<file path="src/rtl/lcd_pkg.sv">
// lcd_pkg: shared defaults, tag values and FSM encoding for the LCD/SDRAM arbiter.
package lcd_pkg;
  localparam int DEF_ADDR_WIDTH = 23;
  localparam int DEF_DATA_WIDTH = 32;
  localparam int DEF_LINE_WORDS = 640;
  localparam int DEF_MAX_DISP_RUN = 16;
  localparam int DEF_TAG_DEPTH = 4;
  localparam logic TAG_DISP = 1'b0;
  localparam logic TAG_HOST = 1'b1;
  typedef enum logic [1:0] {IDLE, DISP, HOST} state_t;
endpackage

</file>
<file path="src/rtl/lcd_sdram_arbiter_if.sv">
// lcd_sdram_arbiter_if: SDRAM command/read-return bus between arbiter and controller.
interface lcd_sdram_arbiter_if import lcd_pkg::*; #(
  parameter int ADDR_WIDTH = DEF_ADDR_WIDTH,
  parameter int DATA_WIDTH = DEF_DATA_WIDTH
) ();
  logic [ADDR_WIDTH-1:0] addr;
  logic [DATA_WIDTH-1:0] data;
  logic [DATA_WIDTH-1:0] q;
  logic we;
  logic req;
  logic ack;
  logic valid;
  modport master (output addr, data, we, req, input ack, valid, q);
  modport slave (input addr, data, we, req, output ack, valid, q);
endinterface

</file>
<file path="src/rtl/tag_fifo.sv">
// tag_fifo: 1-bit FIFO recording the owner of each outstanding SDRAM read.
module tag_fifo #(
  parameter int DEPTH = 4
) (
  input  logic clk,
  input  logic rst,
  input  logic push,
  input  logic pop,
  input  logic din,
  output logic dout,
  output logic full,
  output logic empty
);
  localparam int PW = DEPTH > 1 ? $clog2(DEPTH) : 1;
  localparam int CW = $clog2(DEPTH + 1);
  logic [DEPTH-1:0] mem;
  logic [PW-1:0] wp, rp;
  logic [CW-1:0] cnt;
  logic do_push, do_pop;
  assign full = cnt == CW'(DEPTH);
  assign empty = cnt == '0;
  assign dout = mem[rp];
  assign do_pop = pop & ~empty;
  assign do_push = push & (~full | do_pop);
  always_ff @(posedge clk) begin
    if (rst) begin
      wp <= '0;
      rp <= '0;
      cnt <= '0;
    end else begin
      if (do_push) begin
        mem[wp] <= din;
        wp <= wp == PW'(DEPTH - 1) ? '0 : wp + 1'b1;
      end
      if (do_pop) rp <= rp == PW'(DEPTH - 1) ? '0 : rp + 1'b1;
      cnt <= cnt + CW'(do_push) - CW'(do_pop);
    end
  end
endmodule

</file>
<file path="src/rtl/lcd_sdram_arbiter.sv">
// lcd_sdram_arbiter: shares one SDRAM port between a display line fetcher and a host port.
module lcd_sdram_arbiter import lcd_pkg::*; #(
  parameter int ADDR_WIDTH = DEF_ADDR_WIDTH,
  parameter int DATA_WIDTH = DEF_DATA_WIDTH,
  parameter int LINE_WORDS = DEF_LINE_WORDS,
  parameter int MAX_DISP_RUN = DEF_MAX_DISP_RUN,
  parameter int TAG_DEPTH = DEF_TAG_DEPTH
) (
  input  logic                  clk,
  input  logic                  rst,
  input  logic                  line_req,
  input  logic [ADDR_WIDTH-1:0] line_base,
  output logic                  line_busy,
  output logic                  line_done,
  output logic                  line_err,
  output logic                  fill_valid,
  output logic [DATA_WIDTH-1:0] fill_data,
  input  logic                  h_req,
  input  logic                  h_we,
  input  logic [ADDR_WIDTH-1:0] h_addr,
  input  logic [DATA_WIDTH-1:0] h_data,
  output logic                  h_ack,
  output logic                  h_valid,
  output logic [DATA_WIDTH-1:0] h_q,
  output logic                  tag_err,
  lcd_sdram_arbiter_if.master   sd
);
  localparam int CW = $clog2(LINE_WORDS + 1);
  state_t state;
  logic busy_r, full, empty, pop_tag, push, pop, disp_ok, host_ok, go_host;
  logic [ADDR_WIDTH-1:0] issue_addr;
  logic [CW-1:0] issued, delivered, run;
  tag_fifo #(.DEPTH(TAG_DEPTH)) u_tags (
    .clk(clk), .rst(rst), .push(push), .pop(pop),
    .din(state == HOST ? TAG_HOST : TAG_DISP), .dout(pop_tag), .full(full), .empty(empty)
  );
  assign push = sd.ack & (state == DISP | (state == HOST & ~sd.we));
  assign pop = sd.valid;
  assign h_ack = ~rst & sd.ack & (state == HOST);
  assign fill_valid = ~rst & sd.valid & ~empty & (pop_tag == TAG_DISP);
  assign h_valid = ~rst & sd.valid & ~empty & (pop_tag == TAG_HOST);
  assign fill_data = fill_valid ? sd.q : '0;
  assign h_q = h_valid ? sd.q : '0;
  assign tag_err = ~rst & sd.valid & empty;
  // busy drops in the same cycle the last word is handed to the display
  assign line_done = fill_valid & busy_r & (delivered == CW'(LINE_WORDS - 1));
  assign line_busy = busy_r & ~line_done;
  assign line_err = ~rst & line_req & line_busy;
  assign disp_ok = busy_r & (issued != CW'(LINE_WORDS)) & ~full;
  assign host_ok = h_req & (h_we | ~full);
  assign go_host = host_ok & ((int'(run) >= MAX_DISP_RUN) | ~disp_ok);
  always_ff @(posedge clk) begin
    if (rst) begin
      state <= IDLE;
      sd.req <= 1'b0;
      sd.we <= 1'b0;
      sd.addr <= '0;
      sd.data <= '0;
      busy_r <= 1'b0;
      issue_addr <= '0;
      issued <= '0;
      delivered <= '0;
      run <= '0;
    end else begin
      case (state)
        IDLE: if (go_host) begin
          state <= HOST;
          sd.req <= 1'b1;
          sd.we <= h_we;
          sd.addr <= h_addr;
          sd.data <= h_data;
          run <= '0;
        end else if (disp_ok) begin
          state <= DISP;
          sd.req <= 1'b1;
          sd.we <= 1'b0;
          sd.addr <= issue_addr;
        end
        DISP: if (sd.ack) begin
          state <= IDLE;
          sd.req <= 1'b0;
          issue_addr <= issue_addr + 1'b1;
          issued <= issued + 1'b1;
          run <= run + 1'b1;
        end
        HOST: if (sd.ack) begin
          state <= IDLE;
          sd.req <= 1'b0;
        end
        default: state <= IDLE;
      endcase
      if (line_req & ~line_busy) begin
        busy_r <= 1'b1;
        issue_addr <= line_base;
        issued <= '0;
        delivered <= '0;
        run <= '0;
      end else begin
        if (line_done) busy_r <= 1'b0;
        if (fill_valid) delivered <= delivered + 1'b1;
      end
    end
  end
endmodule

</file>
<file path="src/flat_wrapper.sv">
// flat-port wrapper written by rule: the top's interface ports become plain ports
module lcd_sdram_arbiter_flat import lcd_pkg::*;
#(
  parameter int ADDR_WIDTH = DEF_ADDR_WIDTH,
  parameter int DATA_WIDTH = DEF_DATA_WIDTH,
  parameter int LINE_WORDS = DEF_LINE_WORDS,
  parameter int MAX_DISP_RUN = DEF_MAX_DISP_RUN,
  parameter int TAG_DEPTH = DEF_TAG_DEPTH
)
  (clk, rst, line_req, line_base, line_busy, line_done, line_err, fill_valid, fill_data, h_req, h_we, h_addr, h_data, h_ack, h_valid, h_q, tag_err, sd_addr, sd_data, sd_we, sd_req, sd_ack, sd_valid, sd_q);
  lcd_sdram_arbiter_if #(.ADDR_WIDTH(ADDR_WIDTH), .DATA_WIDTH(DATA_WIDTH)) sd_i ();
  input  logic clk;
  input  logic rst;
  input  logic line_req;
  input  logic [ADDR_WIDTH-1:0] line_base;
  output logic line_busy;
  output logic line_done;
  output logic line_err;
  output logic fill_valid;
  output logic [DATA_WIDTH-1:0] fill_data;
  input  logic h_req;
  input  logic h_we;
  input  logic [ADDR_WIDTH-1:0] h_addr;
  input  logic [DATA_WIDTH-1:0] h_data;
  output logic h_ack;
  output logic h_valid;
  output logic [DATA_WIDTH-1:0] h_q;
  output logic tag_err;
  output wire logic [$bits(sd_i.addr)-1:0] sd_addr;
  output wire logic [$bits(sd_i.data)-1:0] sd_data;
  output wire logic [$bits(sd_i.we)-1:0] sd_we;
  output wire logic [$bits(sd_i.req)-1:0] sd_req;
  input wire logic [$bits(sd_i.ack)-1:0] sd_ack;
  input wire logic [$bits(sd_i.valid)-1:0] sd_valid;
  input wire logic [$bits(sd_i.q)-1:0] sd_q;
  assign sd_addr = sd_i.addr;
  assign sd_data = sd_i.data;
  assign sd_we = sd_i.we;
  assign sd_req = sd_i.req;
  assign sd_i.ack = sd_ack;
  assign sd_i.valid = sd_valid;
  assign sd_i.q = sd_q;
  lcd_sdram_arbiter #(.ADDR_WIDTH(ADDR_WIDTH), .DATA_WIDTH(DATA_WIDTH), .LINE_WORDS(LINE_WORDS), .MAX_DISP_RUN(MAX_DISP_RUN), .TAG_DEPTH(TAG_DEPTH)) u_core (.clk(clk), .rst(rst), .line_req(line_req), .line_base(line_base), .line_busy(line_busy), .line_done(line_done), .line_err(line_err), .fill_valid(fill_valid), .fill_data(fill_data), .h_req(h_req), .h_we(h_we), .h_addr(h_addr), .h_data(h_data), .h_ack(h_ack), .h_valid(h_valid), .h_q(h_q), .tag_err(tag_err), .sd(sd_i));
endmodule
</file>
<file path="config.mk">
export PLATFORM = sky130hd
export DESIGN_NAME = lcd_sdram_arbiter_flat
export DESIGN_NICKNAME = d
export VERILOG_FILES = /design/src/rtl/lcd_pkg.sv /design/src/rtl/lcd_sdram_arbiter_if.sv /design/src/rtl/tag_fifo.sv /design/src/rtl/lcd_sdram_arbiter.sv /design/src/flat_wrapper.sv
export SDC_FILE = /design/constraint.sdc
export NUM_CORES = 1
export LEC_CHECK = 0
export CORE_MARGIN = 1.5
export CORE_UTILIZATION = 25
export DETAILED_ROUTE_END_ITERATION = 8
export REMOVE_ABC_BUFFERS = 1
export SETUP_SLACK_MARGIN = 0.3
export SLEW_MARGIN = 25
export SYNTH_ARGS = -nofsm -noshare
export SYNTH_HDL_FRONTEND = slang
export SYNTH_SLANG_ARGS = --single-unit
</file>
<file path="constraint.sdc">
create_clock -name clk -period 4.8 [get_ports clk]
set_clock_uncertainty 0.2 [all_clocks]
set_input_delay 0.72 -clock clk [delete_from_list [all_inputs] [get_ports clk]]
set_output_delay 0.72 -clock clk [all_outputs]
set_load 0.03 [all_outputs]
</file>
---- Word level (Yosys, flattened, before mapping) ----
Index checks and enable logic that the tools add are counted.
cells by class
  add/subtract/negate cells ............... 8
  $lt $le $gt $ge ......................... 4
  equality and inequality tests ........... 11
  multiplexer cells ....................... 30
  bitwise gates (word level) .............. 33
  reductions and logical operators ........ 19
operators by type and width
  operator                                                             count
  two-way mux 23 bit                                                   5
  two-way mux 32 bit                                                   2
  adder 10 x 1 -> 10 bit (second input constant)                       3
  adder 23 x 1 -> 23 bit (second input constant)                       1
  bitwise AND 1 bit                                                    21
  two-way mux 10 bit                                                   2
  one-hot mux 10 bit (2 select lines)                                  1
  AND reduction 2 bit                                                  6
  nonzero test 2 bit                                                   6
  == test 10 bit (second input constant)                               1
  greater-or-equal comparator 10 x 5 -> 1 bit (second input constant)  1
  two-way mux 1 bit                                                    10
  two-way mux 2 bit                                                    5
  inequality test 10 bit (second input constant)                       1
  inverter 1 bit                                                       8
  == test 2 bit (second input constant)                                3
  less-than comparator 2 x 3 -> 1 bit (second input constant)          2
  AND reduction 3 bit                                                  2
  adder 2 x 1 -> 2 bit (second input constant)                         2
  bitwise mux 4 bit                                                    1
  inequality test 2 x 1 -> 1 bit (second input constant)               2
  bitwise OR 1 bit                                                     4
  one-hot mux 2 bit (2 select lines)                                   1
  OR reduction 2 bit                                                   2
  other kinds (13)                                                     13
storage, ports and cells
  flip-flop bits (word level) ............. 124
  bits of input ports ..................... 117
  output and inout bits ................... 128
  word-level logic and storage cells ...... 119

---- Depth between registers and ports, before layout ----
  depth in word-level cells ............... 12
  mapped depth ............................ 12
  gate-level depth less buffers ........... 12

---- Modules after synthesis ----
From an unflattened synthesis, not the netlist that was laid out.
second synthesis, totals
  cells, all modules ...................... 761
  area, all modules ....................... 6318.6 µm²
by module, submodules not included
  module             times used  cells an instance  area each (µm²)  sequential area each (µm²)
  lcd_sdram_arbiter  1           709                5718.0           2262.2
  tag_fifo           1           52                 600.6            260.2

---- Worst setup path before layout ----
No wires, ideal clock.
  kind .................................... input -> output
  start point ............................. input port rst
  end point ............................... output port h_q[22]
  data arrival time ....................... 2.106 ns
  required time ........................... 3.880 ns
  setup slack ............................. 1.774 ns
  stages on the path ...................... 4
  buffers on the path ..................... 1
  cells stage by stage .................... nand2b_1 > nor3b_1 > clkbuf_1 > and2_1
between the ends
  word-level cells in the longest chain between the ends .. 5
ends and longest elaborated chain
  element                          RTL line                 text
  from (decl)                      flat_wrapper.sv:13       input logic rst;
  inverter 1 bit (no line)         --
  bitwise AND 1 bit (3 in series)  lcd_sdram_arbiter.sv:41  assign h_valid = ~rst & sd.valid & ~empty & (pop_tag == TAG_HOST);
  via h_valid                      flat_wrapper.sv:26       output logic h_valid;
  two-way mux 32 bit               lcd_sdram_arbiter.sv:43  assign h_q = h_valid ? sd.q : '0;
  to (decl)                        flat_wrapper.sv:27       output logic [DATA_WIDTH-1:0] h_q;
The timed path passes the listed nets, and every way through them passes these cells.

---- Worst setup path in the final report ----
  start point ............................. register u_core.u_tags.rp[0]
  end point ............................... output port fill_data[31]
between the ends
  word-level cells in the longest chain between the ends .. 5
ends and longest elaborated chain
  element                                  RTL line                 text
  from (decl)                              tag_fifo.sv:17           logic [PW-1:0] wp, rp;
  from (signal assigned)                   tag_fifo.sv:35           if (do_pop) rp <= rp == PW'(DEPTH - 1) ? '0 : rp + 1'b1;
  binary-select mux 1 bit (select 2 bit)   tag_fifo.sv:22           assign dout = mem[rp];
  two-way mux 1 bit (not written as such)  tag_fifo.sv:22
  inverter 1 bit                           lcd_sdram_arbiter.sv:40  assign fill_valid = ~rst & sd.valid & ~empty & (pop_tag == TAG_DISP);
  bitwise AND 1 bit                        lcd_sdram_arbiter.sv:40
  two-way mux 32 bit                       lcd_sdram_arbiter.sv:42  assign fill_data = fill_valid ? sd.q : '0;
  to (decl)                                flat_wrapper.sv:20       output logic [DATA_WIDTH-1:0] fill_data;
Every way passes these cells. The select of a mux whose other input is x is not followed.

==> results.json <==
{
  "die_height_um": 160,
  "synth_edf_count": 4,
  "drcViolationCount": 0,
  "setup_viol_count_final": 0,
  "synth-seq-cells": 124,
  "worstSkewPairLatency_ns": 0.41,
  "design.die.area_sq_um": 25600,
  "clk_path_buf_depth": 2,
  "drtPass1Iterations": 4,
  "detail_route.vias_per_cell": 4.47,
  "critical_path_arrival_ns": 3.03,
  "grt_pass1_wl_mm": 30.0,
  "grt_util_all_layers_pct": 14.6,
  "yosys_warnings": 0,
  "post_synth.cell_area_avg_sq_um": 8.49,
  "critPathLaunch": "u_core.u_tags.rp[0]",
  "gate_count_of_the_mapped_netlist": 727,
  "timing.critical_path.depth": 5,
  "setup.worst_path.end": "fill_data[31]",
  "floorplan.die.width_um": 160,
  "timing.final.crit_period_ns": 3.95,
  "max_slew.worst_pin.slew_ns": 0.823,
  "crit_type": "reg2out",
  "reg2regPathDepth": 8,
  "rrSetupSlack_ns": 1.71,
  "postRouteWirelength_mm": 19.0,
  "portBuffers": 244,
  "synth_area_leader_cell": "sky130_fd_sc_hd__dfxtp_1",
  "ctsRootBufferMaster": "sky130_fd_sc_hd__clkbuf_16",
  "outcome": "finished, final reports clean",
  "cts_repair_resize_count": 0,
  "synth_sequential_area_ratio_pct": 40.9,
  "power_leakage_nw": 3.51,
  "clk_slew_on_worst_s_h_paths_ns": 0.06,
  "globalRoute.busiestLayer": "met2",
  "core_sq_um": 24200,
  "crit_path_top_delay_cell": "sky130_fd_sc_hd__clkdlybuf4s50_1",
  "power.density_nw_per_um2": 429,
  "grt.met2_usage_pct": 25.6,
  "worst-path-buf-inv": 2,
  "final_gp_congestion": 0.821,
  "cts_htree_levels": 4,
  "globalRoute.totalOverflow": 0,
  "max-cap-violations": 0,
  "grt_pass1_vias": 5558,
  "layout-drive-gt1-share_pct": 5.97,
  "cts_buffers": 17,
  "critical-path-max-stage-delay_ns": 0.66,
  "cts_setup_buffers": 0,
  "initial_utilization_pct": 25.4,
  "grt_antenna_before_repair": 0,
  "tritoncts": "yes",
  "hold_class": "reg2reg",
  "diodes": 0,
  "post_synth_num_cell_types": 53,
  "via_count": 5789,
  "areaGrowthSynthToFinish_pct": 55.8,
  "launch_instance_of_the_worst_register_to_register_path": "u_core.state[0]",
  "async_reset_ff_share_pct": 0,
  "netlist_area_sq_um": 6170,
  "detailedPlacementHpwl_mm": 13.8,
  "grt_max_degree": 70,
  "drtAntennaViolNets": 0,
  "fin_nets": 1093,
  "top_level_ports": 245,
  "area_occupied_by_multi_input_gates_sq_um": 3420,
  "grt_setup_unrepaired": "no",
  "hold_buffers": 0,
  "worstPathRequired_ns": 3.88,
  "timing.max_slew.rel_slack_pct": 45.1,
  "drt_iter0_markers": 175,
  "ys_top_cells_by_area": "sky130_fd_sc_hd__dfxtp_1 39%, sky130_fd_sc_hd__and2_1 7.1%, sky130_fd_sc_hd__a211oi_1 5.6%",
  "use_met1_pct": 17.3,
  "filler_cell_count_in_the_final_layout": 2515,
  "synth_flop_cell": "sky130_fd_sc_hd__dfxtp_1",
  "critical_path.cell_chain": "mux4_2 > nor3_4 > buf_4 > and2_1 > clkdlybuf4s50_1",
  "setup-tns-final_ns": 0,
  "synth_top_cell_area_share_pct": 38.9,
  "vdd.ir_drop.worst_v": 0.000250,
  "timing.critical_path.from_type": "flop",
  "core.rowCount": 57,
  "maximum_operating_frequency_ghz": 0.253,
  "area.sequential_sq_um": 2520,
  "clock_sink_count": 124,
  "reg2reg_to": "u_core.run[1]",
  "report.final.hold_viol_count": 0,
  "worst_setup_path_end_kind": "output port",
  "maximum_net_fanout_on_the_critical_path": 34,
  "grtUsageMet3_pct": 4.29,
  "path_delay_family": "buffers and inverters",
  "detail_route.wl_per_cell_um": 14.7,
  "post-layout-total-power_mw": 4.12,
  "finalMaxSlewViolations": 0,
  "min_period_over_period_pct": 82.3
}
[kinds of logic (layout without fill, tap and decap cells)]
| family | Yosys count | count (layout) | share of synthesized area [%] |
|---|---|---|---|
| AND/OR/NAND/NOR | 307 | 307 | 25.5 |
| AO/OA/AOI/OAI | 144 | 144 | 14.9 |
| flip-flops | 124 | 124 | 40.9 |
| buffers and inverters | 63 | 307 | 4.05 |
| XOR/XNOR | 42 | 42 | 5.96 |
| multiplexers | 29 | 29 | 4.93 |
| adder cells (fa/ha/maj) | 18 | 18 | 3.77 |
[registers in the layout (all words and copies together) (netlist names)]
signal / count
u_core.sd.data: 32
u_core.sd.we: 1
u_core.delivered: 10
u_core.u_tags.mem: 4
u_core.run: 10
u_core.u_tags.cnt: 3
u_core.issued: 10
u_core.state: 2
u_core.sd.addr: 23
u_core.busy_r: 1
u_core.u_tags.rp: 2
u_core.issue_addr: 23
u_core.sd.req: 1
u_core.u_tags.wp: 2
[stage by stage]
step                      cells  util [%]  worst slack (ns)  cell area [sq um]  hold WS [ns]
final                      1295      39.6             0.847               9610         0.252
after global routing       1295      39.6             0.659               9610         0.272
after CTS                  1295      39.6             0.809               9610         0.254
after detailed placement   1263      37.1             0.906               8990         0.246
after global placement     1261      36.9             0.945               8940         0.241
after floorplan             683         -             0.419               5990         0.258
[cells in the final DEF (no fill, tap or decap), types with 3 or more instances in the layout]
master and n:
sky130_fd_sc_hd__nor3_1 7, sky130_fd_sc_hd__a211oi_1 46, sky130_fd_sc_hd__dfxtp_1 120, sky130_fd_sc_hd__clkinvlp_4 3
sky130_fd_sc_hd__bufinv_16 4, sky130_fd_sc_hd__mux2i_1 27, sky130_fd_sc_hd__nand3_1 15, sky130_fd_sc_hd__ha_1 17
sky130_fd_sc_hd__a21oi_1 69, sky130_fd_sc_hd__or3_1 8, sky130_fd_sc_hd__nor2_1 58, sky130_fd_sc_hd__buf_4 10
sky130_fd_sc_hd__xnor2_1 12, sky130_fd_sc_hd__edfxtp_1 4, sky130_fd_sc_hd__o21ai_0 9, sky130_fd_sc_hd__clkdlybuf4s50_1 243
sky130_fd_sc_hd__and3_1 17, sky130_fd_sc_hd__nand4_1 18, sky130_fd_sc_hd__and4_1 6, sky130_fd_sc_hd__nor2b_1 4
sky130_fd_sc_hd__or4_1 3, sky130_fd_sc_hd__clkbuf_16 17, sky130_fd_sc_hd__xor2_1 30, sky130_fd_sc_hd__and2_1 70
sky130_fd_sc_hd__inv_1 19, sky130_fd_sc_hd__nand2_1 89
[synthesized netlist by cell type, types with 7 or more instances]
| library cell | instances |
|---|---|
| sky130_fd_sc_hd__ha_1 | 17 |
| sky130_fd_sc_hd__nand4_1 | 18 |
| sky130_fd_sc_hd__o21ai_0 | 9 |
| sky130_fd_sc_hd__nor2_1 | 58 |
| sky130_fd_sc_hd__a21oi_1 | 69 |
| sky130_fd_sc_hd__and2_1 | 70 |
| sky130_fd_sc_hd__dfxtp_1 | 120 |
| sky130_fd_sc_hd__xnor2_1 | 12 |
| sky130_fd_sc_hd__xor2_1 | 30 |
| sky130_fd_sc_hd__nand3_1 | 15 |
| sky130_fd_sc_hd__nand2_1 | 89 |
| sky130_fd_sc_hd__mux2i_1 | 27 |
| sky130_fd_sc_hd__clkbuf_1 | 37 |
| sky130_fd_sc_hd__inv_1 | 19 |
| sky130_fd_sc_hd__and3_1 | 17 |
| sky130_fd_sc_hd__or3_1 | 8 |
| sky130_fd_sc_hd__nor3_1 | 7 |
| sky130_fd_sc_hd__a211oi_1 | 46 |
[layer usage]
layer  routed length [um]  vias up
met5                    0        -
met4                  317        0
met3                  935       26
met2                 9490      112
met1                 8240     2666
li1                     -     2985
[power breakdown]
group | switching [mW] | total (mW) | leakage [nW] | internal, mW
registers | 0.104 | 1.29 | 1.02 | 1.19
logic | 0.858 | 1.47 | 2.19 | 0.614
clock network | 0.488 | 1.35 | 0.295 | 0.867
total | 1.45 | 4.12 | 3.51 | 2.67
[worst register-to-register path: stages, from the launching register on]
cell                       delay [ns]
sky130_fd_sc_hd__dfxtp_1         0.33
sky130_fd_sc_hd__inv_1           0.09
sky130_fd_sc_hd__ha_1            0.63
sky130_fd_sc_hd__buf_4           0.35
sky130_fd_sc_hd__and2_1          0.15
sky130_fd_sc_hd__nand4_1         0.14
sky130_fd_sc_hd__o211ai_1        0.67
sky130_fd_sc_hd__mux2_2          0.41
sky130_fd_sc_hd__nor2_1          0.08
[layout make-up]
cell class / instances / area share [%]
well taps: 324 / 4.22
multi-input cells: 540 / 35.6
repair buffers: 256 / 26.7
inverters: 19 / 0.742
clock buffers: 17 / 4.43
clock inverters: 15 / 2.03
flip-flops and latches: 124 / 26.2
[worst min path at each step]
stage	start	to	cells after the start
after floorplan	u_core.run[9]	u_core.run[9]	2
after global placement	u_core.sd.data[8]	u_core.sd.data[8]	2
after detailed placement	u_core.sd.data[9]	u_core.sd.data[9]	2
after CTS	u_core.sd.data[3]	u_core.sd.data[3]	2
after global routing	u_core.sd.data[21]	u_core.sd.data[21]	2
final	u_core.sd.data[6]	u_core.sd.data[6]	2
No activity file was read; power rests on OpenSTA's default activity.
